**src/rtl/mem_access_pkg.sv**
```systemverilog
// Shared definitions for the load/store front-end: opcode values, FSM states
// and the opcode legality check used by the access unit.
package mem_access_pkg;

  localparam logic [2:0] OP_B  = 3'b000;
  localparam logic [2:0] OP_H  = 3'b001;
  localparam logic [2:0] OP_W  = 3'b010;
  localparam logic [2:0] OP_BU = 3'b100;
  localparam logic [2:0] OP_HU = 3'b101;

  typedef enum logic [1:0] {
    S_IDLE,
    S_ACCESS,
    S_WRITE,
    S_DONE
  } state_t;

  // Unsigned variants only make sense for loads, so a store with op[2] set is illegal.
  function automatic logic is_legal_op(input logic [2:0] op, input logic wr);
    logic known;
    known = (op == OP_B) || (op == OP_H) || (op == OP_W) ||
            (op == OP_BU) || (op == OP_HU);
    return known && !(wr && op[2]);
  endfunction

endpackage

```
**src/rtl/mem_lane_align.sv**
```systemverilog
// Combinational lane steering: extracts and extends load lanes from a RAM word
// and builds the merged word for byte/half stores (little-endian lanes).
module mem_lane_align
  import mem_access_pkg::*;
(
  input  logic [2:0]  op,
  input  logic [1:0]  lane,
  input  logic [31:0] ram_word,
  input  logic [31:0] store_data,
  output logic [31:0] load_val,
  output logic [31:0] merge_word
);

  logic [7:0]  byte_sel;
  logic [15:0] half_sel;

  always_comb begin
    byte_sel   = ram_word[{lane, 3'b000} +: 8];
    half_sel   = lane[1] ? ram_word[31:16] : ram_word[15:0];
    load_val   = ram_word;
    merge_word = store_data;

    case (op)
      OP_B:    load_val = {{24{byte_sel[7]}}, byte_sel};
      OP_BU:   load_val = {24'h000000, byte_sel};
      OP_H:    load_val = {{16{half_sel[15]}}, half_sel};
      OP_HU:   load_val = {16'h0000, half_sel};
      default: load_val = ram_word;
    endcase

    // Only the size bits matter here; legality has already been checked upstream.
    case (op[1:0])
      2'b00: begin
        merge_word = ram_word;
        merge_word[{lane, 3'b000} +: 8] = store_data[7:0];
      end
      2'b01:   merge_word = lane[1] ? {store_data[15:0], ram_word[15:0]}
                                    : {ram_word[31:16], store_data[15:0]};
      default: merge_word = store_data;
    endcase
  end

endmodule

```
**src/rtl/mem_access_unit.sv**
```systemverilog
// Load/store front-end for the 32-word data RAM: latches one CPU request,
// validates it, then performs the load, full store or read-modify-write store.
module mem_access_unit
  import mem_access_pkg::*;
#(
  parameter int RAM_AW = 5,
  parameter int DATA_W = 32
) (
  input  logic              clk,
  input  logic              rst_n,
  input  logic              req,
  input  logic              mem_wr,
  input  logic [2:0]        mem_op,
  input  logic [31:0]       addr,
  input  logic [DATA_W-1:0] wdata,
  output logic              ready,
  output logic              done,
  output logic              err,
  output logic [DATA_W-1:0] rdata,
  output logic [31:0]       ram_addr,
  output logic              ram_we,
  output logic [DATA_W-1:0] ram_wdata,
  input  logic [DATA_W-1:0] ram_rdata
);

  state_t      state;
  logic        wr_q;
  logic [2:0]  op_q;
  logic [31:0] addr_q;
  logic [31:0] wdata_q;
  logic [31:0] merge_q;

  logic        acc_err;
  logic        sw_ok;
  logic [31:0] load_val;
  logic [31:0] merge_val;

  mem_lane_align u_align (
    .op         (op_q),
    .lane       (addr_q[1:0]),
    .ram_word   (ram_rdata),
    .store_data (wdata_q),
    .load_val   (load_val),
    .merge_word (merge_val)
  );

  // Out-of-range addresses are rejected rather than aliased onto the RAM.
  always_comb begin
    acc_err = !is_legal_op(op_q, wr_q) ||
              (|addr_q[31:RAM_AW+2]) ||
              ((op_q[1:0] == 2'b01) && addr_q[0]) ||
              ((op_q == OP_W) && (addr_q[1:0] != 2'b00));
    sw_ok   = wr_q && (op_q == OP_W) && !acc_err;
  end

  assign ram_addr = {2'b00, addr_q[31:2]};
  assign ram_we   = (state == S_WRITE) || ((state == S_ACCESS) && sw_ok);

  always_comb begin
    ram_wdata = '0;
    if (state == S_WRITE)
      ram_wdata = merge_q;
    else if ((state == S_ACCESS) && sw_ok)
      ram_wdata = wdata_q;
  end

  always_ff @(posedge clk or negedge rst_n) begin
    if (!rst_n) begin
      state   <= S_IDLE;
      ready   <= 1'b1;
      done    <= 1'b0;
      err     <= 1'b0;
      rdata   <= '0;
      wr_q    <= 1'b0;
      op_q    <= 3'b000;
      addr_q  <= 32'h0;
      wdata_q <= 32'h0;
      merge_q <= 32'h0;
    end else begin
      case (state)
        S_IDLE: begin
          if (req) begin
            wr_q    <= mem_wr;
            op_q    <= mem_op;
            addr_q  <= addr;
            wdata_q <= wdata;
            ready   <= 1'b0;
            state   <= S_ACCESS;
          end
        end
        S_ACCESS: begin
          if (acc_err) begin
            err   <= 1'b1;
            rdata <= '0;
            done  <= 1'b1;
            state <= S_DONE;
          end else if (!wr_q) begin
            rdata <= load_val;
            done  <= 1'b1;
            state <= S_DONE;
          end else if (op_q == OP_W) begin
            rdata <= '0;
            done  <= 1'b1;
            state <= S_DONE;
          end else begin
            merge_q <= merge_val;
            state   <= S_WRITE;
          end
        end
        S_WRITE: begin
          rdata <= '0;
          done  <= 1'b1;
          state <= S_DONE;
        end
        S_DONE: begin
          done  <= 1'b0;
          err   <= 1'b0;
          rdata <= '0;
          ready <= 1'b1;
          state <= S_IDLE;
        end
        default: begin
          ready <= 1'b1;
          state <= S_IDLE;
        end
      endcase
    end
  end

endmodule

```
**config.mk**
```make
export PLATFORM = sky130hd
export DESIGN_NAME = mem_access_unit
export DESIGN_NICKNAME = d
export VERILOG_FILES = /design/src/rtl/mem_access_pkg.sv /design/src/rtl/mem_lane_align.sv /design/src/rtl/mem_access_unit.sv
export SDC_FILE = /design/constraint.sdc
export NUM_CORES = 1
export LEC_CHECK = 0
export BUFFER_PORTS_ARGS = -buffer_cell sky130_fd_sc_hd__buf_4
export CAP_MARGIN = 15
export CORE_UTILIZATION = 43
export CTS_CLUSTER_SIZE = 14
export DETAILED_ROUTE_END_ITERATION = 10
export MAX_ROUTING_LAYER = met4
export PLACE_DENSITY = 0.7
export SETUP_SLACK_MARGIN = 0.02
export SKIP_LAST_GASP = 1
export SLEW_MARGIN = 20
export SYNTH_ARGS = -nofsm -noshare
export SYNTH_HDL_FRONTEND = slang
export SYNTH_SLANG_ARGS = --single-unit
```
**constraint.sdc**
```tcl
create_clock -name clk -period 2.88 [get_ports clk]
set_input_delay 0.288 -clock clk [delete_from_list [all_inputs] [get_ports clk]]
set_output_delay 0.288 -clock clk [all_outputs]
set_load 0.05 [all_outputs]
```
# Word-level counts from Yosys, hierarchy flattened
# Index checks and enable logic that the tools add are counted.
# word_totals
ff_bits	137
in_bits	103
# classes
n_eq_ne	11
reduce_logical	34
shifts	3
add_sub_neg	1
n_mux	24
bitwise	2
# ops
operator	n
$mux W32	6
$pmux W32 S2	2
$pmux W32 S4	1
$bwmux W32	1
$shift A8 B7 Y32 const A	1
$shiftx A32 B6 Y8	1
$shiftx A8 B7 Y32	1
$reduce_or A25 Y1	1
$mux W16	1
$reduce_and A2 Y1	5
$logic_or A1 B1 Y1	8
$mux W1	8
$pmux W2 S4	1
$reduce_bool A2 Y1	4
$logic_and A1 B1 Y1	7
$neg A5 Y7	1
$eq A3 B3 Y1 const B	2
$eq A2 B1 Y1 const B	2
$eq A2 B2 Y1 const B	2
$logic_not A2 Y1	2
$ne A2 B2 Y1 const B	2
$ne A4 B4 Y1 const B	1
$pmux W1 S2	2
$reduce_and A4 Y1	1
other kinds (9)	12

# Logic depth before layout (Yosys ltp)
# depth
word_depth	15
depth_mapped	10
depth_no_buf	7

# By module
# Synthesis repeated with hierarchy kept, for this count alone.
# hier_totals
hier_cells	635
hier_area_um2	7463.4
# modules_own_cells
module	seq_area_each_um2	area_each_um2	n_inst	cells_each
mem_access_unit	3429.5	5871.9	1	410
mem_lane_align	0.0	1591.5	1	225

# Worst setup path after synthesis
# Ideal clock, no wire load.
# synth_path
kind	register to register
startpoint	register addr_q[1]
endpoint	register rdata[22]
path_stages_with_launch	11
path_slack_ns	0.047
period_less_slack_ns	2.833
t_required_ns	2.788
arrival_ns	2.742
path_buffers	3
path_cell_list	dfrtp_1 > clkbuf_1 > inv_1 > clkbuf_1 > ha_1 > or3b_1 > a2111o_1 > nor4_4 > o21ai_2 > buf_6 > o31ai_2
# synth_via
elab_chain_len	5
word_cells_on_any_way	11
classes_between	1 x eq/ne; 1 x shift; 5 x mux; 4 x reduce/logical
# synth_rtl
element	line	text
start: declaration	mem_access_unit.sv:29	logic [31:0] addr_q;
start signal: assignment	mem_access_unit.sv:85	addr_q <= addr;
$shiftx A32 B6 Y8 (tied with other cells)	mem_lane_align.sv:18	byte_sel = ram_word[{lane, 3'b000} +: 8];
$pmux W32 S4 / $logic_and A1 B1 Y1 (equally long branches)	mem_lane_align.sv:23, mem_access_unit.sv:52	
$mux W32 / $logic_or A1 B1 Y1 (equally long branches)	mem_access_unit.sv:97, mem_access_unit.sv:51	
$mux W32 / $ne A4 B4 Y1 (equally long branches)	--	
$pmux W32 S2 / $reduce_and A2 Y1 (equally long branches)	--	
end signal: assignment	mem_access_unit.sv:98	rdata <= load_val;
end: declaration	mem_access_unit.sv:19	output logic [DATA_W-1:0] rdata,
# Several ways; a longest one is shown, not always the timed one.
# A chain may end at the register's enable or synchronous reset.

# Final worst setup path
# layout_path
startpoint	register addr_q[17]
endpoint	output ram_wdata[28]
# layout_via
elab_chain_len	9
# layout_rtl
element	line	text
$reduce_or A25 Y1	mem_access_unit.sv:50	(|addr_q[31:RAM_AW+2]) ||
$logic_or A1 B1 Y1	mem_access_unit.sv:49	acc_err = !is_legal_op(op_q, wr_q) ||
$logic_or A1 B1 Y1	mem_access_unit.sv:50	
$logic_or A1 B1 Y1	mem_access_unit.sv:51	((op_q[1:0] == 2'b01) && addr_q[0]) ||
$logic_not A1 Y1	mem_access_unit.sv:53	sw_ok = wr_q && (op_q == OP_W) && !acc_err;
$logic_and A1 B1 Y1	mem_access_unit.sv:53	
$logic_and A1 B1 Y1	mem_access_unit.sv:63	else if ((state == S_ACCESS) && sw_ok)
$mux W32	mem_access_unit.sv:63	
$mux W32	mem_access_unit.sv:61	if (state == S_WRITE)
end: declaration	mem_access_unit.sv:22	output logic [DATA_W-1:0] ram_wdata,
# Every way passes these cells.

==> results.py <==
metrics = {
    "synthesis": {
        "syn-mean-instance-area_um2": 10.34,
        "ys_types": 58,
        "syn-cell-area_um2": 7412,
        "yosysWarnings": 0,
        "synthCells": 717,
        "yosysSeqAreaShare": 0.4627,
        "ys_ff_latch": 137,
        "synthArstFlopShare": 1.000,
        "synthFlopType": "dfrtp_1",
        "synth-edff-count": 0,
    },
    "sta": {
        "skew_ns": 0.01120,
        "maxSlewViolCount": 0,
        "period_needed_ns": 2.697,
        "worstMarginPinSlew_ns": 0.8658,
        "finalSetupViolCount": 0,
        "finalHoldViolations": 0,
        "fmax_mhz": 370.7,
        "maxSlewHeadroom": 0.4227,
        "fin_crit_sh": 0.9366,
    },
    "power": {
        "cellPowerDensity_nw_per_um2": 1223,
        "irDropWorstVdd_uv": 870.0,
        "comb_power_share": 0.524,
        "clkPwrFrac": 0.211,
        "seqPwrFrac": 0.264,
        "switchingPower_uw": 5400,
        "switching_share": 0.4581,
        "p_int_uw": 6387,
        "p_leak_uw": 0.004330,
    },
    "grt": {
        "grt_pass1_wl_mm": 33.25,
        "busiest_layer": "met2",
        "grt_overflow": 0,
        "grt_max_degree": 67,
        "antenna_found_initial": 0,
        "grt_use_met2": 0.3918,
        "first_global_vias": 6038,
        "grtUsageTotal": 0.2541,
        "met1_usage": 0.3266,
        "met3_usage": 0.04833,
    },
    "clock_tree": {
        "path_clk_slew_ns": 0.06,
        "cts.sink_count": 137,
        "cts_max_level": 4,
        "cts_buffers": 17,
        "clock-root-buffer": "clkbuf_16",
        "clock_latency_ns": 0.43,
        "cts_buffer_depth": 2,
        "cts_tree": "built",
    },
    "cells_and_area": {
        "antenna_cells": 0,
        "postLayoutCellArea_um2": 9639,
        "mostFrequentLayoutCells": "214 x buf_4, 135 x dfrtp_1, 69 x mux2_2, 68 x a21oi_1, 56 x nand2_1",
        "area_growth_syn_to_layout_pct": 30.05,
        "final_cell_count_no_fill": 1104,
        "drive_gt1_frac": 0.3891,
        "nNetsFinal": 984,
        "final_common_cell": "buf_4",
    },
    "placed_design": {
        "place_area_um2": 8914,
        "gp_congestion": 0.9076,
        "dp_hpwl_mm": 15.58,
        "io_buffers": 200,
        "placed_cells": 1070,
    },
    "worst_setup_path": {
        "cp.arrival_ns": 2.41,
        "critPathLaunchType": "register",
        "worstSetupPathType": "reg -> out",
        "required_ns": 2.59,
        "endpoint_kind": "output pin",
        "worstPathMaxFanout": 32,
    },
    "job": {
        "max-cap-violations": 0,
    },
    "run_status": {
        "status": "completed",
    },
    "floorplan": {
        "start_util": 0.4438,
        "die_y_um": 133.3,
        "fp-row-count": 47,
        "die_area_um2": 17770,
        "fp.coreArea_um2": 16700,
        "ios": 203,
        "die_x_um": 133.3,
    },
    "routing": {
        "ant_nets": 0,
        "drc_errors": 0,
        "vias_per_cell": 5.695,
        "first_pass_iters": 5,
        "vias": 6287,
        "drt_iter0_markers": 603,
        "wire_per_inst_um": 19.83,
        "wirelength_mm": 21.89,
    },
    "min_path": {
        "hold_class": "in -> reg",
    },
}
Yosys cell counts (3+ instances only):
cell type  instances  share of area
dfrtp_1          136           0.46
mux2_2            69           0.10
a21oi_1           68          0.046
nand2_1           58          0.029
nor2_1            41          0.021
a22o_1            36          0.043
buf_4             36          0.036
o21ai_0           32          0.022
clkbuf_1          26          0.013
a22oi_1           20          0.020
mux2i_1           19          0.026
o22ai_1           15          0.013
inv_1             14         0.0071
a221o_1           13          0.018
buf_1             13         0.0066
nor2b_1           11         0.0093
ha_1              10          0.017
buf_2              9         0.0061
nor3_1             9         0.0061
o31ai_1            8         0.0081
a221oi_1           7         0.0083
nor4_1             7         0.0059
o21a_1             7         0.0071
or3_1              5         0.0042
a211oi_1           4         0.0041
a32oi_1            4         0.0047
o31ai_2            4         0.0068
a31oi_1            3         0.0025
flip-flops by register name, indices dropped and copies added (netlist names):
name	cells
op_q	3
rdata	32
merge_q	32
wr_q	1
ready	1
err	1
done	1
wdata_q	32
state	2
addr_q	32
metal layers:
layer  routed length [um]  part of all wire  up-vias
met3                 1480             0.068       53
met1                 9246              0.42     3059
met2                10500              0.48      258
met5                    0                 0        -
li1                     -                 -     2917
met4                  661             0.030        0
worst paths after layout:
path / start / slack [ns] / cells after the start / endpoint
worst max-delay path: addr_q[17] / 0.18 / 7 / ram_wdata[28]
worst min-delay path: wdata[9] / 0.09 / 2 / wdata_q[9]
worst max register to register: addr_q[0] / 0.52 / 7 / rdata[10]
worst min register to register: rdata[20] / 0.48 / 2 / rdata[20]
max in group asynchronous: rst_n / 1.74 / 3 / rdata[13]
min in group asynchronous: rst_n / 0.40 / 2 / addr_q[28]
cells by family after synthesis:
kind of cell               count (synthesis)  synth area share
AOI/OAI and AO/OA                        235            0.2240
adders and majority gates                 10           0.01688
buffers and inverters                    101           0.07208
DFF                                      137            0.4627
muxes                                     89            0.1335
other                                      1         0.0005059
and+or+nand+nor                          144           0.09031
metrics by stage:
stage	util	TNS [ns]	total power [uW]	hold slack [ns]	setup WS, ns
after floorplan	-	0	7728	-0.007591	0.04651
after global placement	0.5337	0	9165	0.3026	0.5451
after detailed placement	0.5337	0	9239	0.3026	0.4810
after CTS	0.5747	0	11750	0.07734	0.03212
after global routing	0.5772	-0.005456	12330	0.07935	-0.005456
final	0.5772	0	11790	0.08967	0.1826
power groups by stage:
| stage | sequential, uW | clock (uW) | combinational (uW) |
|---|---|---|---|
| finish | 3120 | 2490 | 6180 |
| global route | 3180 | 2590 | 6570 |
| CTS | 3080 | 2520 | 6160 |
| floorplan | 2920 | 0 | 4810 |
| detailed placement | 3110 | 0 | 6130 |
| global placement | 3100 | 0 | 6060 |
critical path, cell delays in order, from the launching register on:
cell and delay [ns]:
dfrtp_1 0.40, nor4_2 0.34, nand4_1 0.23, nor3_2 0.18
and3_1 0.24, buf_12 0.21, a22o_1 0.17, buf_4 0.20
layout make-up:
class	instances	area [um^2]
Clock buffer	22	484.2
Tap cell	220	275.3
Inverter	15	56.30
Sequential cell	137	3431
Fill cell	1467	7062
Timing Repair Buffer	220	1708
Clock inverter	10	187.7
Multi-Input combinational cell	480	3497
timing repair:
action                                 4_1_cts  5_1_grt
gates cloned                                 0        0
setup endpoints to repair                   10       32
hold buffers                                 1        0
endpoints found under the hold margin       56        0
gates resized for setup                      1        6
setup buffers                                0        1
pin swaps                                    0        1
No activity file was read; power rests on OpenSTA's default activity.
